<file path="config.mk">
export PLATFORM = sky130hd
export DESIGN_NAME = control_sequencer_flat
export DESIGN_NICKNAME = d
export VERILOG_FILES = /design/src/rtl/control_sequencer_if.sv /design/src/rtl/control_sequencer.sv /design/src/flat_wrapper.sv
export SDC_FILE = /design/constraint.sdc
export NUM_CORES = 1
export LEC_CHECK = 0
export CAP_MARGIN = 40
export CORE_UTILIZATION = 64
export DETAILED_ROUTE_END_ITERATION = 6
export DONT_BUFFER_PORTS = 1
export GPL_TIMING_DRIVEN = 0
export PLACE_DENSITY = 0.9
export SYNTH_ARGS = -nofsm -noshare
export SYNTH_HDL_FRONTEND = slang
export SYNTH_SLANG_ARGS = --single-unit
</file>
<file path="constraint.sdc">
create_clock -name clk -period 4.3 [get_ports clk]
set_clock_uncertainty 0.2 [all_clocks]
set_input_delay 0.86 -clock clk [delete_from_list [all_inputs] [get_ports clk]]
set_output_delay 0.86 -clock clk [all_outputs]
set_load 0.02 [all_outputs]
</file>
<file path="src/rtl/control_sequencer_if.sv">
`timescale 1ns/1ps
`default_nettype none
// ============================================================================
//  Module      : control_sequencer_if
//  Description : Instruction request and datapath control strobe bundle.
//                The master side issues start/IR and observes the strobes.
//                The slave side (the sequencer) drives the strobes.
//  Revision    : 1.0 - initial release
// ============================================================================
interface control_sequencer_if;

    // Instruction request
    logic        start;
    logic [31:0] IR;

    // Register file strobes (bit n drives register n)
    logic [15:0] Rin;
    logic [15:0] Rout;

    // Datapath strobes
    logic        PCin;
    logic        PCout;
    logic        IRin;
    logic        Yin;
    logic        Zin;
    logic        MARin;
    logic        MDRin;
    logic        MDRout;
    logic        IncPC;
    logic        Read;
    logic        Zlowout;
    logic        Zhighout;
    logic        LOin;
    logic        HIin;

    // ALU operation strobe, one-hot
    logic [12:0] alu_sel;

    // Status
    logic        busy;
    logic        done;
    logic        err;

    modport master (
        output start, IR,
        input  Rin, Rout,
        input  PCin, PCout, IRin, Yin, Zin, MARin, MDRin, MDRout,
        input  IncPC, Read, Zlowout, Zhighout, LOin, HIin,
        input  alu_sel, busy, done, err
    );

    modport slave (
        input  start, IR,
        output Rin, Rout,
        output PCin, PCout, IRin, Yin, Zin, MARin, MDRin, MDRout,
        output IncPC, Read, Zlowout, Zhighout, LOin, HIin,
        output alu_sel, busy, done, err
    );

endinterface
`default_nettype wire

</file>
<file path="src/rtl/control_sequencer.sv">
`timescale 1ns/1ps
`default_nettype none
// ============================================================================
//  Module      : control_sequencer
//  Description : Hard-wired control unit. Runs a three-cycle fetch (T0-T2)
//                followed by an opcode-dependent execute phase (T3-T6).
//                All strobes are Moore decodes of the state and the operand
//                fields captured at the end of fetch.
//  Revision    : 1.0 - initial release
// ============================================================================
module control_sequencer (
    input  wire logic          clk,
    input  wire logic          clr,
    control_sequencer_if.slave bus
);

    // ------------------------------------------------------------------------
    // Types
    // ------------------------------------------------------------------------
    typedef enum logic [2:0] {
        S_IDLE = 3'd0,
        S_T0   = 3'd1,
        S_T1   = 3'd2,
        S_T2   = 3'd3,
        S_T3   = 3'd4,
        S_T4   = 3'd5,
        S_T5   = 3'd6,
        S_T6   = 3'd7
    } state_t;

    // Execute-phase shape of an opcode
    typedef enum logic [1:0] {
        C_ILLEGAL = 2'd0,
        C_BINARY  = 2'd1,   // Y <- Rb ; Z <- Y op Rc ; Ra <- Zlo
        C_MULDIV  = 2'd2,   // Y <- Ra ; Z <- Y op Rb ; LO <- Zlo ; HI <- Zhi
        C_UNARY   = 2'd3    // Z <- op Rb ; Ra <- Zlo
    } opclass_t;

    // ------------------------------------------------------------------------
    // Signals
    // ------------------------------------------------------------------------
    state_t      r_state;
    state_t      w_next_state;

    logic [4:0]  r_opcode;
    logic [3:0]  r_ra;
    logic [3:0]  r_rb;
    logic [3:0]  r_rc;

    opclass_t    w_cls;
    logic [12:0] w_alu_onehot;

    logic [15:0] w_ra_dec;
    logic [15:0] w_rb_dec;
    logic [15:0] w_rc_dec;

    logic [15:0] w_rin;
    logic [15:0] w_rout;
    logic        w_pcin;
    logic        w_pcout;
    logic        w_irin;
    logic        w_yin;
    logic        w_zin;
    logic        w_marin;
    logic        w_mdrin;
    logic        w_mdrout;
    logic        w_incpc;
    logic        w_read;
    logic        w_zlowout;
    logic        w_zhighout;
    logic        w_loin;
    logic        w_hiin;
    logic [12:0] w_alu_sel;
    logic        w_busy;
    logic        w_done;
    logic        w_err;

    // Low IR bits carry immediates that this sequencer never looks at.
    logic        w_ir_unused;
    assign w_ir_unused = ^bus.IR[14:0];

    // ------------------------------------------------------------------------
    // State register; reset drops straight to IDLE so every strobe clears.
    // ------------------------------------------------------------------------
    always_ff @(posedge clk or negedge clr) begin
        if (!clr) begin
            r_state <= S_IDLE;
        end else begin
            r_state <= w_next_state;
        end
    end

    // ------------------------------------------------------------------------
    // Capture instruction fields on the T2->T3 edge; execute decodes only
    // these copies so IR may change once fetch is complete.
    // ------------------------------------------------------------------------
    always_ff @(posedge clk or negedge clr) begin
        if (!clr) begin
            r_opcode <= 5'd0;
            r_ra     <= 4'd0;
            r_rb     <= 4'd0;
            r_rc     <= 4'd0;
        end else if (r_state == S_T2) begin
            r_opcode <= bus.IR[31:27];
            r_ra     <= bus.IR[26:23];
            r_rb     <= bus.IR[22:19];
            r_rc     <= bus.IR[18:15];
        end
    end

    // ------------------------------------------------------------------------
    // Opcode decode: execute class plus the matching one-hot ALU strobe.
    // ------------------------------------------------------------------------
    always_comb begin
        w_cls        = C_ILLEGAL;
        w_alu_onehot = 13'd0;
        case (r_opcode)
            5'b00011: begin w_cls = C_BINARY; w_alu_onehot[0]  = 1'b1; end // ADD
            5'b00100: begin w_cls = C_BINARY; w_alu_onehot[1]  = 1'b1; end // SUB
            5'b00101: begin w_cls = C_BINARY; w_alu_onehot[2]  = 1'b1; end // AND
            5'b00110: begin w_cls = C_BINARY; w_alu_onehot[3]  = 1'b1; end // OR
            5'b00111: begin w_cls = C_BINARY; w_alu_onehot[4]  = 1'b1; end // ROR
            5'b01000: begin w_cls = C_BINARY; w_alu_onehot[5]  = 1'b1; end // ROL
            5'b01001: begin w_cls = C_BINARY; w_alu_onehot[6]  = 1'b1; end // SHR
            5'b01010: begin w_cls = C_BINARY; w_alu_onehot[7]  = 1'b1; end // SHRA
            5'b01011: begin w_cls = C_BINARY; w_alu_onehot[8]  = 1'b1; end // SHL
            5'b01111: begin w_cls = C_MULDIV; w_alu_onehot[9]  = 1'b1; end // MUL
            5'b10000: begin w_cls = C_MULDIV; w_alu_onehot[10] = 1'b1; end // DIV
            5'b10001: begin w_cls = C_UNARY;  w_alu_onehot[11] = 1'b1; end // NEG
            5'b10010: begin w_cls = C_UNARY;  w_alu_onehot[12] = 1'b1; end // NOT
            default:  begin w_cls = C_ILLEGAL; end
        endcase
    end

    // Register-number to one-hot strobe decoders
    assign w_ra_dec = 16'd1 << r_ra;
    assign w_rb_dec = 16'd1 << r_rb;
    assign w_rc_dec = 16'd1 << r_rc;

    // ------------------------------------------------------------------------
    // Next-state: fixed fetch, then an execute path chosen by opcode class.
    // ------------------------------------------------------------------------
    always_comb begin
        w_next_state = r_state;
        case (r_state)
            S_IDLE: if (bus.start) w_next_state = S_T0;
            S_T0:   w_next_state = S_T1;
            S_T1:   w_next_state = S_T2;
            S_T2:   w_next_state = S_T3;
            S_T3: begin
                case (w_cls)
                    C_ILLEGAL: w_next_state = S_IDLE;
                    C_UNARY:   w_next_state = S_T5;   // no second operand
                    default:   w_next_state = S_T4;
                endcase
            end
            S_T4:   w_next_state = S_T5;
            S_T5:   w_next_state = (w_cls == C_MULDIV) ? S_T6 : S_IDLE;
            S_T6:   w_next_state = S_IDLE;
            default: w_next_state = S_IDLE;
        endcase
    end

    // ------------------------------------------------------------------------
    // Moore strobe decode; everything defaults low so only the listed
    // strobes rise in each state.
    // ------------------------------------------------------------------------
    always_comb begin
        w_rin      = 16'd0;
        w_rout     = 16'd0;
        w_pcin     = 1'b0;
        w_pcout    = 1'b0;
        w_irin     = 1'b0;
        w_yin      = 1'b0;
        w_zin      = 1'b0;
        w_marin    = 1'b0;
        w_mdrin    = 1'b0;
        w_mdrout   = 1'b0;
        w_incpc    = 1'b0;
        w_read     = 1'b0;
        w_zlowout  = 1'b0;
        w_zhighout = 1'b0;
        w_loin     = 1'b0;
        w_hiin     = 1'b0;
        w_alu_sel  = 13'd0;
        w_done     = 1'b0;
        w_err      = 1'b0;
        w_busy     = (r_state != S_IDLE);
        case (r_state)
            S_T0: begin
                // MAR <- PC ; Z <- PC + 1
                w_pcout = 1'b1;
                w_marin = 1'b1;
                w_incpc = 1'b1;
                w_zin   = 1'b1;
            end
            S_T1: begin
                // PC <- Z ; MDR <- mem[MAR]
                w_zlowout = 1'b1;
                w_pcin    = 1'b1;
                w_read    = 1'b1;
                w_mdrin   = 1'b1;
            end
            S_T2: begin
                // IR <- MDR
                w_mdrout = 1'b1;
                w_irin   = 1'b1;
            end
            S_T3: begin
                case (w_cls)
                    C_BINARY: begin
                        w_rout = w_rb_dec;
                        w_yin  = 1'b1;
                    end
                    C_MULDIV: begin
                        w_rout = w_ra_dec;
                        w_yin  = 1'b1;
                    end
                    C_UNARY: begin
                        w_rout    = w_rb_dec;
                        w_alu_sel = w_alu_onehot;
                        w_zin     = 1'b1;
                    end
                    default: begin
                        w_err = 1'b1;
                    end
                endcase
            end
            S_T4: begin
                case (w_cls)
                    C_BINARY: begin
                        w_rout    = w_rc_dec;
                        w_alu_sel = w_alu_onehot;
                        w_zin     = 1'b1;
                    end
                    C_MULDIV: begin
                        w_rout    = w_rb_dec;
                        w_alu_sel = w_alu_onehot;
                        w_zin     = 1'b1;
                    end
                    default: ;
                endcase
            end
            S_T5: begin
                w_zlowout = 1'b1;
                if (w_cls == C_MULDIV) begin
                    w_loin = 1'b1;
                end else begin
                    w_rin  = w_ra_dec;
                    w_done = 1'b1;
                end
            end
            S_T6: begin
                w_zhighout = 1'b1;
                w_hiin     = 1'b1;
                w_done     = 1'b1;
            end
            default: ;
        endcase
    end

    // ------------------------------------------------------------------------
    // Drive the bundle
    // ------------------------------------------------------------------------
    assign bus.Rin      = w_rin;
    assign bus.Rout     = w_rout;
    assign bus.PCin     = w_pcin;
    assign bus.PCout    = w_pcout;
    assign bus.IRin     = w_irin;
    assign bus.Yin      = w_yin;
    assign bus.Zin      = w_zin;
    assign bus.MARin    = w_marin;
    assign bus.MDRin    = w_mdrin;
    assign bus.MDRout   = w_mdrout;
    assign bus.IncPC    = w_incpc;
    assign bus.Read     = w_read;
    assign bus.Zlowout  = w_zlowout;
    assign bus.Zhighout = w_zhighout;
    assign bus.LOin     = w_loin;
    assign bus.HIin     = w_hiin;
    assign bus.alu_sel  = w_alu_sel;
    assign bus.busy     = w_busy;
    assign bus.done     = w_done;
    assign bus.err      = w_err;

endmodule
`default_nettype wire
</file>
<file path="src/flat_wrapper.sv">
// flat-port wrapper written by rule: the top's interface ports become plain ports
module control_sequencer_flat 
  (clk, clr, bus_start, bus_IR, bus_Rin, bus_Rout, bus_PCin, bus_PCout, bus_IRin, bus_Yin, bus_Zin, bus_MARin, bus_MDRin, bus_MDRout, bus_IncPC, bus_Read, bus_Zlowout, bus_Zhighout, bus_LOin, bus_HIin, bus_alu_sel, bus_busy, bus_done, bus_err);
  control_sequencer_if bus_i ();
  input  wire logic clk;
  input  wire logic clr;
  input wire logic [$bits(bus_i.start)-1:0] bus_start;
  input wire logic [$bits(bus_i.IR)-1:0] bus_IR;
  output wire logic [$bits(bus_i.Rin)-1:0] bus_Rin;
  output wire logic [$bits(bus_i.Rout)-1:0] bus_Rout;
  output wire logic [$bits(bus_i.PCin)-1:0] bus_PCin;
  output wire logic [$bits(bus_i.PCout)-1:0] bus_PCout;
  output wire logic [$bits(bus_i.IRin)-1:0] bus_IRin;
  output wire logic [$bits(bus_i.Yin)-1:0] bus_Yin;
  output wire logic [$bits(bus_i.Zin)-1:0] bus_Zin;
  output wire logic [$bits(bus_i.MARin)-1:0] bus_MARin;
  output wire logic [$bits(bus_i.MDRin)-1:0] bus_MDRin;
  output wire logic [$bits(bus_i.MDRout)-1:0] bus_MDRout;
  output wire logic [$bits(bus_i.IncPC)-1:0] bus_IncPC;
  output wire logic [$bits(bus_i.Read)-1:0] bus_Read;
  output wire logic [$bits(bus_i.Zlowout)-1:0] bus_Zlowout;
  output wire logic [$bits(bus_i.Zhighout)-1:0] bus_Zhighout;
  output wire logic [$bits(bus_i.LOin)-1:0] bus_LOin;
  output wire logic [$bits(bus_i.HIin)-1:0] bus_HIin;
  output wire logic [$bits(bus_i.alu_sel)-1:0] bus_alu_sel;
  output wire logic [$bits(bus_i.busy)-1:0] bus_busy;
  output wire logic [$bits(bus_i.done)-1:0] bus_done;
  output wire logic [$bits(bus_i.err)-1:0] bus_err;
  assign bus_i.start = bus_start;
  assign bus_i.IR = bus_IR;
  assign bus_Rin = bus_i.Rin;
  assign bus_Rout = bus_i.Rout;
  assign bus_PCin = bus_i.PCin;
  assign bus_PCout = bus_i.PCout;
  assign bus_IRin = bus_i.IRin;
  assign bus_Yin = bus_i.Yin;
  assign bus_Zin = bus_i.Zin;
  assign bus_MARin = bus_i.MARin;
  assign bus_MDRin = bus_i.MDRin;
  assign bus_MDRout = bus_i.MDRout;
  assign bus_IncPC = bus_i.IncPC;
  assign bus_Read = bus_i.Read;
  assign bus_Zlowout = bus_i.Zlowout;
  assign bus_Zhighout = bus_i.Zhighout;
  assign bus_LOin = bus_i.LOin;
  assign bus_HIin = bus_i.HIin;
  assign bus_alu_sel = bus_i.alu_sel;
  assign bus_busy = bus_i.busy;
  assign bus_done = bus_i.done;
  assign bus_err = bus_i.err;
  control_sequencer u_core (.clk(clk), .clr(clr), .bus(bus_i));
endmodule
</file>
== Word level (Yosys, flattened, before mapping) ==
Index checks and enable logic that the tools add are counted.

* Flip-flop bits (word level): 20
* Input bits: 35
* Output and inout port bits: 62
* Logic and storage cells: 83

* Eq/ne operators: 24
* Shift operators: 3
* Multiplexer cells: 41
* Reduce and logical (&&, ||, !) cells: 10

{| class="wikitable"
|+ Operator list
! cell !! count
|-
| case mux 16 bit (2 select lines) || 3
|-
| left shift 1 x 4 -> 16 bit, first input constant || 3
|-
| 2-to-1 mux 16 bit || 2
|-
| 2-to-1 mux 1 bit || 26
|-
| 2-to-1 mux 13 bit || 2
|-
| case mux 13 bit (2 select lines) || 1
|-
| == test 5 x 4 -> 1 bit, second input constant || 5
|-
| case mux 3 bit (8 select lines) || 1
|-
| == test 5 x 3 -> 1 bit, second input constant || 4
|-
| == test 5 bit, second input constant || 3
|-
| == test 3 bit, second input constant || 4
|-
| OR reduction 2 bit || 5
|-
| OR reduction 9 bit || 1
|-
| == test 3 x 2 -> 1 bit, second input constant || 2
|-
| 2-to-1 mux 3 bit || 2
|-
| case mux 2 bit (3 select lines) || 1
|-
| case mux 3 bit (2 select lines) || 1
|-
| == test 5 x 2 -> 1 bit, second input constant || 1
|-
| == test 2 bit, second input constant || 2
|-
| == test 3 x 1 -> 1 bit, second input constant || 1
|-
| logical NOT 3 bit || 1
|-
| case mux 1 bit (3 select lines) || 1
|-
| nonzero test 3 bit || 1
|-
| OR reduction 3 bit || 1
|-
| 4 further kinds || 4
|}

== Longest topological paths before layout ==
Gate-level depths: netlist (run 1).

* Word-level depth: 7
* Gate-level depth with buffers: 11
* Mapped depth without buffers: 9

== Worst setup path before layout (run 1) ==
OpenSTA, ideal clock, no wires.

* Path kind: reg2out
* Start: register u_core.r_opcode[4]
* End: output port bus_Rout[3]
* Data arrival time: 2.843 ns
* Data required time: 3.240 ns
* Slack: 0.397 ns
* Cell stages (with the launch flop): 10
* Buffers on the path: 2
* Cells stage by stage: dfrtp_1 buf_2 nor3b_1 nor2_1 ha_1 or3b_1 buf_2 nor2_1 o21ai_2 o41ai_1

* Longest elaborated chain between the ends: 7
* Elaborated cells between the ends (all ways): 24
* Classes of those cells: 16 x eq/ne; 4 x mux; 4 x reduce/logical

{| class="wikitable"
|+ RTL lines
! element !! RTL line !! text
|-
| from (decl) || control_sequencer.sv:45 || <nowiki>logic [4:0] r_opcode;</nowiki>
|-
| from (signal assigned) || control_sequencer.sv:104 || <nowiki>r_opcode <= bus.IR[31:27];</nowiki>
|-
| == test 5 x 2 -> 1 bit, or another cell as far along || control_sequencer.sv:117 || <nowiki>case (r_opcode)</nowiki>
|-
| OR reduction 9 bit (no source line) / OR reduction 2 bit (equally long branches) || n/a ||
|-
| case mux 2 bit (3 select lines) (*) || control_sequencer.sv:117 ||
|-
| == test 2 x 1 -> 1 bit / == test 2 bit (equally long branches) || control_sequencer.sv:210, control_sequencer.sv:230 ||
|-
| OR reduction 2 bit (no source line) || n/a ||
|-
| case mux 16 bit (2 select lines) || control_sequencer.sv:210 || <nowiki>case (w_cls)</nowiki>
|-
| case mux 16 bit (2 select lines) (*) || control_sequencer.sv:189 || <nowiki>case (r_state)</nowiki>
|-
| to (decl) || flat_wrapper.sv:10 || <nowiki>output wire logic [$bits(bus_i.Rout)-1:0] bus_Rout;</nowiki>
|}

Every way passes the cells marked *; elsewhere a longest branch is shown, timed or not.

== Worst setup path in the final report (run 1) ==
* Start: register u_core.r_opcode[0]
* End: output port bus_Rout[7]

The elaborated chain is that of the path after synthesis.

==> results of run 1 <==
[area by class of cell]
| class | count | share of cell area |
|---|---|---|
| multi-input combinational | 184 | 0.6459 |
| clock inverter | 1 | 0.01371 |
| clock buffer | 3 | 0.01028 |
| tap | 31 | 0.01770 |
| inverter | 7 | 0.01199 |
| sequential | 20 | 0.2284 |
| buffer | 22 | 0.05425 |
| timing repair buffer | 5 | 0.01770 |
[metrics by stage]
stage	power (W)	hold slack [ns]	setup WS, ns	TNS [ns]
after floorplan	0.001190	0.3302	0.3974	0
after detailed placement	0.001368	0.3567	0.1356	0
after global placement	0.001344	0.3439	0.03681	0
final	0.001704	-0.0007641	0.1235	0
after CTS	0.001544	0.01864	-0.03101	-0.07852
after global routing	0.001800	0.006522	-0.01109	-0.01435
[kinds of logic after synthesis]
group,after synthesis,share of synthesized area
compound gates,63,0.2410
mux,18,0.1075
buf+inv,31,0.08077
flops,20,0.2670
fa+ha+maj,4,0.02670
simple gates,98,0.2724
xor+xnor,1,0.004674
[metal layers]
layer / global-route usage / vias to the layer above / wire, um
met1: 0.3769 / 901 / 2044
li1: - / 878 / -
met3: 0.06279 / 26 / 495
met4: 0.09059 / 0 / 140
met5: 0 / - / 0
met2: 0.4745 / 131 / 2480
[timing repair]
action                                  in CTS  in global routing
hold buffers                                 0                  0
gates resized for setup                     13                 28
buffers inserted                             0                  3
pin swaps                                    1                  3
endpoints found under the setup margin      21                 20
[report_power, final]
part | internal (W) | switching, W
clock network | 0.0000943 | 0.0000671
logic | 0.000398 | 0.000772
registers | 0.000285 | 0.0000881
[worst max-delay path, stage by stage, from the launching register on]
cell                       delay [ns]
sky130_fd_sc_hd__dfrtp_1         0.37
sky130_fd_sc_hd__buf_2           0.18
sky130_fd_sc_hd__xnor2_1         0.15
sky130_fd_sc_hd__a211oi_2        0.23
sky130_fd_sc_hd__buf_4           0.19
sky130_fd_sc_hd__nor2_4          0.07
sky130_fd_sc_hd__ha_1            0.20
sky130_fd_sc_hd__or3b_1          0.34
sky130_fd_sc_hd__buf_2           0.19
sky130_fd_sc_hd__nor3_1          0.44
sky130_fd_sc_hd__a32oi_1         0.17
sky130_fd_sc_hd__o21ai_1         0.28
[path summary, 6_finish.rpt]
path,startpoint,end,slack (ns),cells after the start
worst max-delay path,u_core.r_opcode[0],bus_Rout[7],0.12,11
worst min-delay path,clr,u_core.r_state[1],-0.0008,0
worst max register to register,u_core.r_opcode[2],u_core.r_state[0],1.92,9
worst min register to register,u_core.r_rc[2],u_core.r_rc[2],0.38,1
max in group asynchronous,clr,u_core.r_rb[1],3.80,0
min in group clk,u_core.r_rc[2],u_core.r_rc[2],0.38,1
[Yosys cell counts, drive strengths merged]
cell type  count
nor2b          5
a21o           1
and3           1
or3b           3
a21oi          3
a22oi         12
dfrtp         20
a211oi         5
clkbuf        10
or4            1
and2           1
o21a           1
o22ai         16
o31ai          7
nor3          15
or3            1
o41ai          2
xnor2          1
nor3b          1
o21ai         10
buf           14
mux2          17
o2111ai        2
mux2i          1
nor4           2
nand3b         5
nand2         11
nand3          8
a32oi          4
ha             4
nand2b        12
nor2          28
or2            3
inv            7
nor4b          1
[state kept, by name, summed over array words and instances, names as in the netlist]
register / count
u_core.r_rc: 4
u_core.r_rb: 4
u_core.r_opcode: 5
u_core.r_ra: 4
u_core.r_state: 3
==> key figures, run 1 <==
Layout
  • Area taken by multi-input logic gates: 0.001415 mm2
  • FF+latch area: 500.5 um2
  • Most frequent cells in the layout: sky130_fd_sc_hd__nor2_1, sky130_fd_sc_hd__dfrtp_1, sky130_fd_sc_hd__mux2_2, sky130_fd_sc_hd__o22ai_1, sky130_fd_sc_hd__nor3_1
  • Ant. Diodes: 0
  • Fin cells: 273
  • Post-route cell area: 0.002191 mm2
  • Relative area change from synthesis to final layout: 16.89%
  • Most frequent standard cell in the layout excluding fill and tap cells: sky130_fd_sc_hd__nor2_1
  • Share of final-layout standard cells stronger than drive strength 1: 0.3058
  • Net count of the finished layout: 282
  • Final cell utilization of the core: 0.7945
  • Layout fillers: 183

Setup path
  • Arrival time worst endpoint: 3.12 ns
  • Kind of end point of the critical path: output port
  • Crit Path Category: reg -> out
  • Critical Path RT: 3.24 ns
  • Worst-path fanout max: 10
  • Nature of the critical path startpoint: flop

Detailed routing
  • DRC viols: 0
  • First-pass detailed-route iteration total: 5
  • Wire length per cell after detailed routing: 18.90 um
  • Total routed wirelength: 5.160 mm
  • Total number of vias: 1936
  • Number of antenna-violating nets in the routed design: 0
  • Average via count per standard cell: 7.092
  • First-iteration detailed-routing DRC count: 252

STA
  • Final setup viols: 0
  • Min cycle time layout: 4.176 ns
  • Count of pins over their slew limit: 0
  • Endpoints failing hold: 8
  • Tightest slew margin relative to the limit: 0.3737
  • Post-route clock period utilization: 0.9713
  • Top achievable clock speed: 0.2394 GHz
  • Measured slew at the worst slew-check pin: 0.9322 ns
  • Worst hold slack: -0.0007641 ns

Power
  • Power density over the cells: 777.6 mW/mm2
  • Max IR drop VDD: 0.7600 mV
  • Leak: 0.7930 nW

Clock tree
  • Clock transition at the register clock pins on the worst setup and hold paths after CTS: 0.14 ns
  • Number of buffers created by CTS: 3
  • Buffer type at the clock tree root: sky130_fd_sc_hd__clkbuf_4
  • Buffer depth of the longest clock path: 2
  • Later-pin clock latency in the skew report: 0.33 ns
  • Sinks on Clock Net: 20
  • Level count of the clock H-tree: 1
  • Clock tree from TritonCTS: done

Placed design
  • Dpl cells: 268
  • Final Wtd Congestion: 0.9710
  • Placed inst area: 0.001929 mm2
  • Count of input and output buffers: 0
  • Half-perimeter wire length after placement: 3.427 mm

Floorplanning
  • Vertical extent of the die: 56.12 um
  • Initial core utilization: 0.6797
  • Row count: 19
  • Die Wd: 56.12 um
  • Ports: 97
  • Core footprint: 0.002758 mm2
  • Die Area: 0.003149 mm2

Logic synthesis
  • Net Count, Synth: 274
  • Synthesized area per cell: 7.976 um2
  • Cell types occupying the most area after synthesis: sky130_fd_sc_hd__dfrtp_1, sky130_fd_sc_hd__mux2_2, sky130_fd_sc_hd__nor2_1
  • Netlist cell types: 44
  • Cell taking the most area after synthesis: sky130_fd_sc_hd__dfrtp_1
  • Portion of synthesized cell area occupied by the leading cell type: 0.2670
  • FF+latch count, synth: 20
  • Netlist area before placement: 0.001874 mm2
  • Part of the Yosys area used for sequential elements: 0.2670
  • Synthesis Warnings: 0
  • Post-synthesis cell count: 235

Min path
  • Min-delay worst type: in -> async

Outcome
  • Outcome: finished with violations
  • Violated checks: negative hold slack

Global routing
  • Initial antenna violation count: 0
  • Global-route usage over all layers: 0.2880
  • Overflow left after global routing: 0
  • Vias in the first global route: 1610
  • First-pass GRT wire length: 7.286 mm
  • Maximum number of pins on one net before global-route repair: 21

Flow run
  • Max-cap violation count: 0
(Power assumes the default switching activity.)
==> run 2, diff against run 1 <==
==> constraint.sdc (replaced) <==
create_clock -name clk -period 4.6 [get_ports clk]
set_clock_uncertainty 0.2 [all_clocks]
set_input_delay 0.92 -clock clk [delete_from_list [all_inputs] [get_ports clk]]
set_output_delay 0.92 -clock clk [all_outputs]
set_load 0.02 [all_outputs]
==> run 2 against run 1 <==
- the run now ends clean
- worst hold slack improved by 0.064 ns
- cell area decreased by 7.4%
- critical path depth unchanged
- routed wire length decreased by 8.2%
- largest power group unchanged
- worst setup slack got worse by 0.045 ns
- utilization decreased by 5.9 points
- via count decreased by 2.8%
- sequential power decreased by 11%
- total power decreased by 14%
- highest routed layer unchanged
- register-to-register slack improved by 0.06 ns
- combinational power decreased by 16%
==> key figures, run 2 (synthesis results as in run 1) <==
Setup path
  • Nature of the critical path startpoint: flop
  • Length in cells of the worst reg-to-reg path: 10
  • Critical Path RT: 3.48 ns
  • Kind of end point of the critical path: output port
  • Reg-to-reg setup timing slack: 1.98 ns
  • Critical path endpoint: bus_Rout[3]
  • Worst-path fanout max: 10
  • Start point of the critical path: u_core.r_opcode[2]
  • Endpoint of the lowest-slack register-to-register path: u_core.r_state[2]
  • Crit Path Category: reg -> out
  • Arrival time worst endpoint: 3.40 ns
  • Reg2Reg Launch Point: u_core.r_opcode[2]

Layout
  • Flip-flop count of the largest register, all copies and words added: 5
  • Most frequent standard cell in the layout excluding fill and tap cells: sky130_fd_sc_hd__nor2_1
  • Share of final-layout standard cells stronger than drive strength 1: 0.2324
  • Net count of the finished layout: 281
  • Final cell utilization of the core: 0.7355
  • FF+latch area: 500.5 um2
  • Largest reg by FF count: u_core.r_opcode
  • Layout fillers: 228
  • Ant. Diodes: 0
  • Most frequent cells in the layout: sky130_fd_sc_hd__nor2_1, sky130_fd_sc_hd__dfrtp_1, sky130_fd_sc_hd__mux2_2, sky130_fd_sc_hd__o22ai_1, sky130_fd_sc_hd__nor3_1
  • Area taken by multi-input logic gates: 0.001269 mm2
  • Relative area change from synthesis to final layout: 8.211%

Power
  • Leak: 0.7251 nW
  • Internal power consumption: 0.0006936 W
  • Max IR drop VDD: 0.6452 mV
  • Psw: 0.0007675 W
  • Fraction of power consumed by the clock network: 0.103
  • Switching power share of the total: 0.5253
  • Combinational share of power: 0.671
  • Power density over the cells: 720.4 mW/mm2
  • Overall power of the completed layout: 0.001461 W
  • Sequential share of power: 0.227

Clock tree
  • Count of instances resized after the clock tree is built: 0
  • Buffer depth of the longest clock path: 2
  • Clock transition at the register clock pins on the worst setup and hold paths after CTS: 0.14 ns
  • Level count of the clock H-tree: 1
  • Setup Fix Bufs, Post-CTS: 0
  • Buffer type at the clock tree root: sky130_fd_sc_hd__clkbuf_4
  • Number of buffers created by CTS: 3
  • Clock tree from TritonCTS: done
  • Sinks on Clock Net: 20
  • Later-pin clock latency in the skew report: 0.33 ns
  • Number of hold buffers added after CTS: 0

Detailed routing
  • Average via count per standard cell: 6.915
  • Highest metal layer with signal wires: met4
  • DRC viols: 0
  • Total routed wirelength: 4.735 mm
  • First-pass detailed-route iteration total: 7
  • First-iteration detailed-routing DRC count: 149
  • Detail Route met2 WL: 2.246 mm
  • Routed length on met1: 1.957 mm
  • Wire length per cell after detailed routing: 17.41 um
  • Met3 wire length: 420 um
  • Total number of vias: 1881
  • Number of antenna-violating nets in the routed design: 0

Placed design
  • Final Wtd Congestion: 0.9710
  • Half-perimeter wire length after placement: 3.427 mm
  • Count of input and output buffers: 0

Floorplanning
  • Row count: 19
  • Ports: 97
  • Core footprint: 0.002758 mm2
  • Die Area: 0.003149 mm2
  • Initial core utilization: 0.6797
  • Vertical extent of the die: 56.12 um
  • Die Wd: 56.12 um

STA
  • Top achievable clock speed: 0.2212 GHz
  • Setup Total Neg Slack: 0 ns
  • Endpoints failing hold: 0
  • Post-route clock period utilization: 0.9829
  • RSZ-0062 raised after global routing: true
  • Count of pins over their slew limit: 0
  • Tightest slew margin relative to the limit: 0.4069
  • Worst hold slack: 0.06298 ns
  • Measured slew at the worst slew-check pin: 0.8828 ns
  • Min cycle time layout: 4.521 ns
  • Final setup viols: 0

Global routing
  • Global-route usage over all layers: 0.2786
  • Overflow left after global routing: 0
  • First-pass GRT wire length: 7.044 mm
  • Vias in the first global route: 1587
  • Maximum number of pins on one net before global-route repair: 21
  • Initial antenna violation count: 0

Min path
  • Min-delay worst type: in -> async

Flow run
  • Max-cap violation count: 0

Outcome
  • Outcome: finished, final reports clean
==> run 2: cell types whose count changed in the layout (fill, tap and decap cells not counted), moves of 2 or more <==
cell,delta
sky130_fd_sc_hd__o31ai_4,-2
sky130_fd_sc_hd__nor2_1,+2
sky130_fd_sc_hd__o2111ai_1,+2
sky130_fd_sc_hd__o2111ai_2,-2
sky130_fd_sc_hd__o31ai_2,+2
sky130_fd_sc_hd__nor2_4,-2
sky130_fd_sc_hd__buf_4,-3
sky130_fd_sc_hd__o21ai_2,-5
sky130_fd_sc_hd__o21ai_1,+6
sky130_fd_sc_hd__clkbuf_1,+2
==> run 2: cell type report <==
class,count,area share
timing repair buffer,2,0.008020
sequential,20,0.2468
clock buffer,3,0.01110
multi-input combinational,184,0.6255
inverter,7,0.01295
clock inverter,1,0.01481
buffer,24,0.06169
tap,31,0.01912
==> run 2: power groups by stage <==
stage	clock (W)	combinational [W]	sequential, W
final	0.000150	0.000980	0.000331
after detailed placement	0	0.000943	0.000336
after floorplan	0	0.000793	0.000319
after global routing	0.000154	0.00106	0.000346
after CTS	0.000148	0.000948	0.000331
after global placement	0	0.000926	0.000331
==> run 2: how the worst min path moves through the flow <==
stage                                    to  slack [ns]  cells after the start
after floorplan              u_core.r_rc[3]        0.33                      1
after global placement       u_core.r_rc[3]        0.34                      1
after detailed placement     u_core.r_rc[2]        0.36                      1
after CTS                 u_core.r_state[0]        0.08                      0
after global routing      u_core.r_state[0]        0.07                      0
final                     u_core.r_state[2]        0.06                      0
==> run 2: through the flow <==
step / instances / setup WS, ns / area [um2]
final: 272 / 0.07862 / 2028
after detailed placement: 268 / 0.3756 / 1929
after global routing: 272 / -0.1440 / 2028
after floorplan: 235 / 0.6374 / 1874
after CTS: 272 / 0.007777 / 1982
after global placement: 266 / 0.2768 / 1913
==> run 2: layer usage <==
metal  track usage  vias to the layer above
met4       0.09059                        0
met3       0.05814                       16
li1              -                      881
met1        0.3665                      876
met2        0.4575                      108
met5             0                        -
==> run 2: worst max-delay path, stage by stage, from the launching register on <==
cell and delay, ns:
sky130_fd_sc_hd__dfrtp_1 0.38, sky130_fd_sc_hd__clkbuf_1 0.19, sky130_fd_sc_hd__a211oi_1 0.30, sky130_fd_sc_hd__a211oi_2 0.11, sky130_fd_sc_hd__nor2_1 0.25, sky130_fd_sc_hd__ha_1 0.19, sky130_fd_sc_hd__buf_1 0.37, sky130_fd_sc_hd__nand2b_1 0.23
sky130_fd_sc_hd__nor4_2 0.46, sky130_fd_sc_hd__a32oi_1 0.17, sky130_fd_sc_hd__o41ai_1 0.10, sky130_fd_sc_hd__clkdlybuf4s15_2 0.32
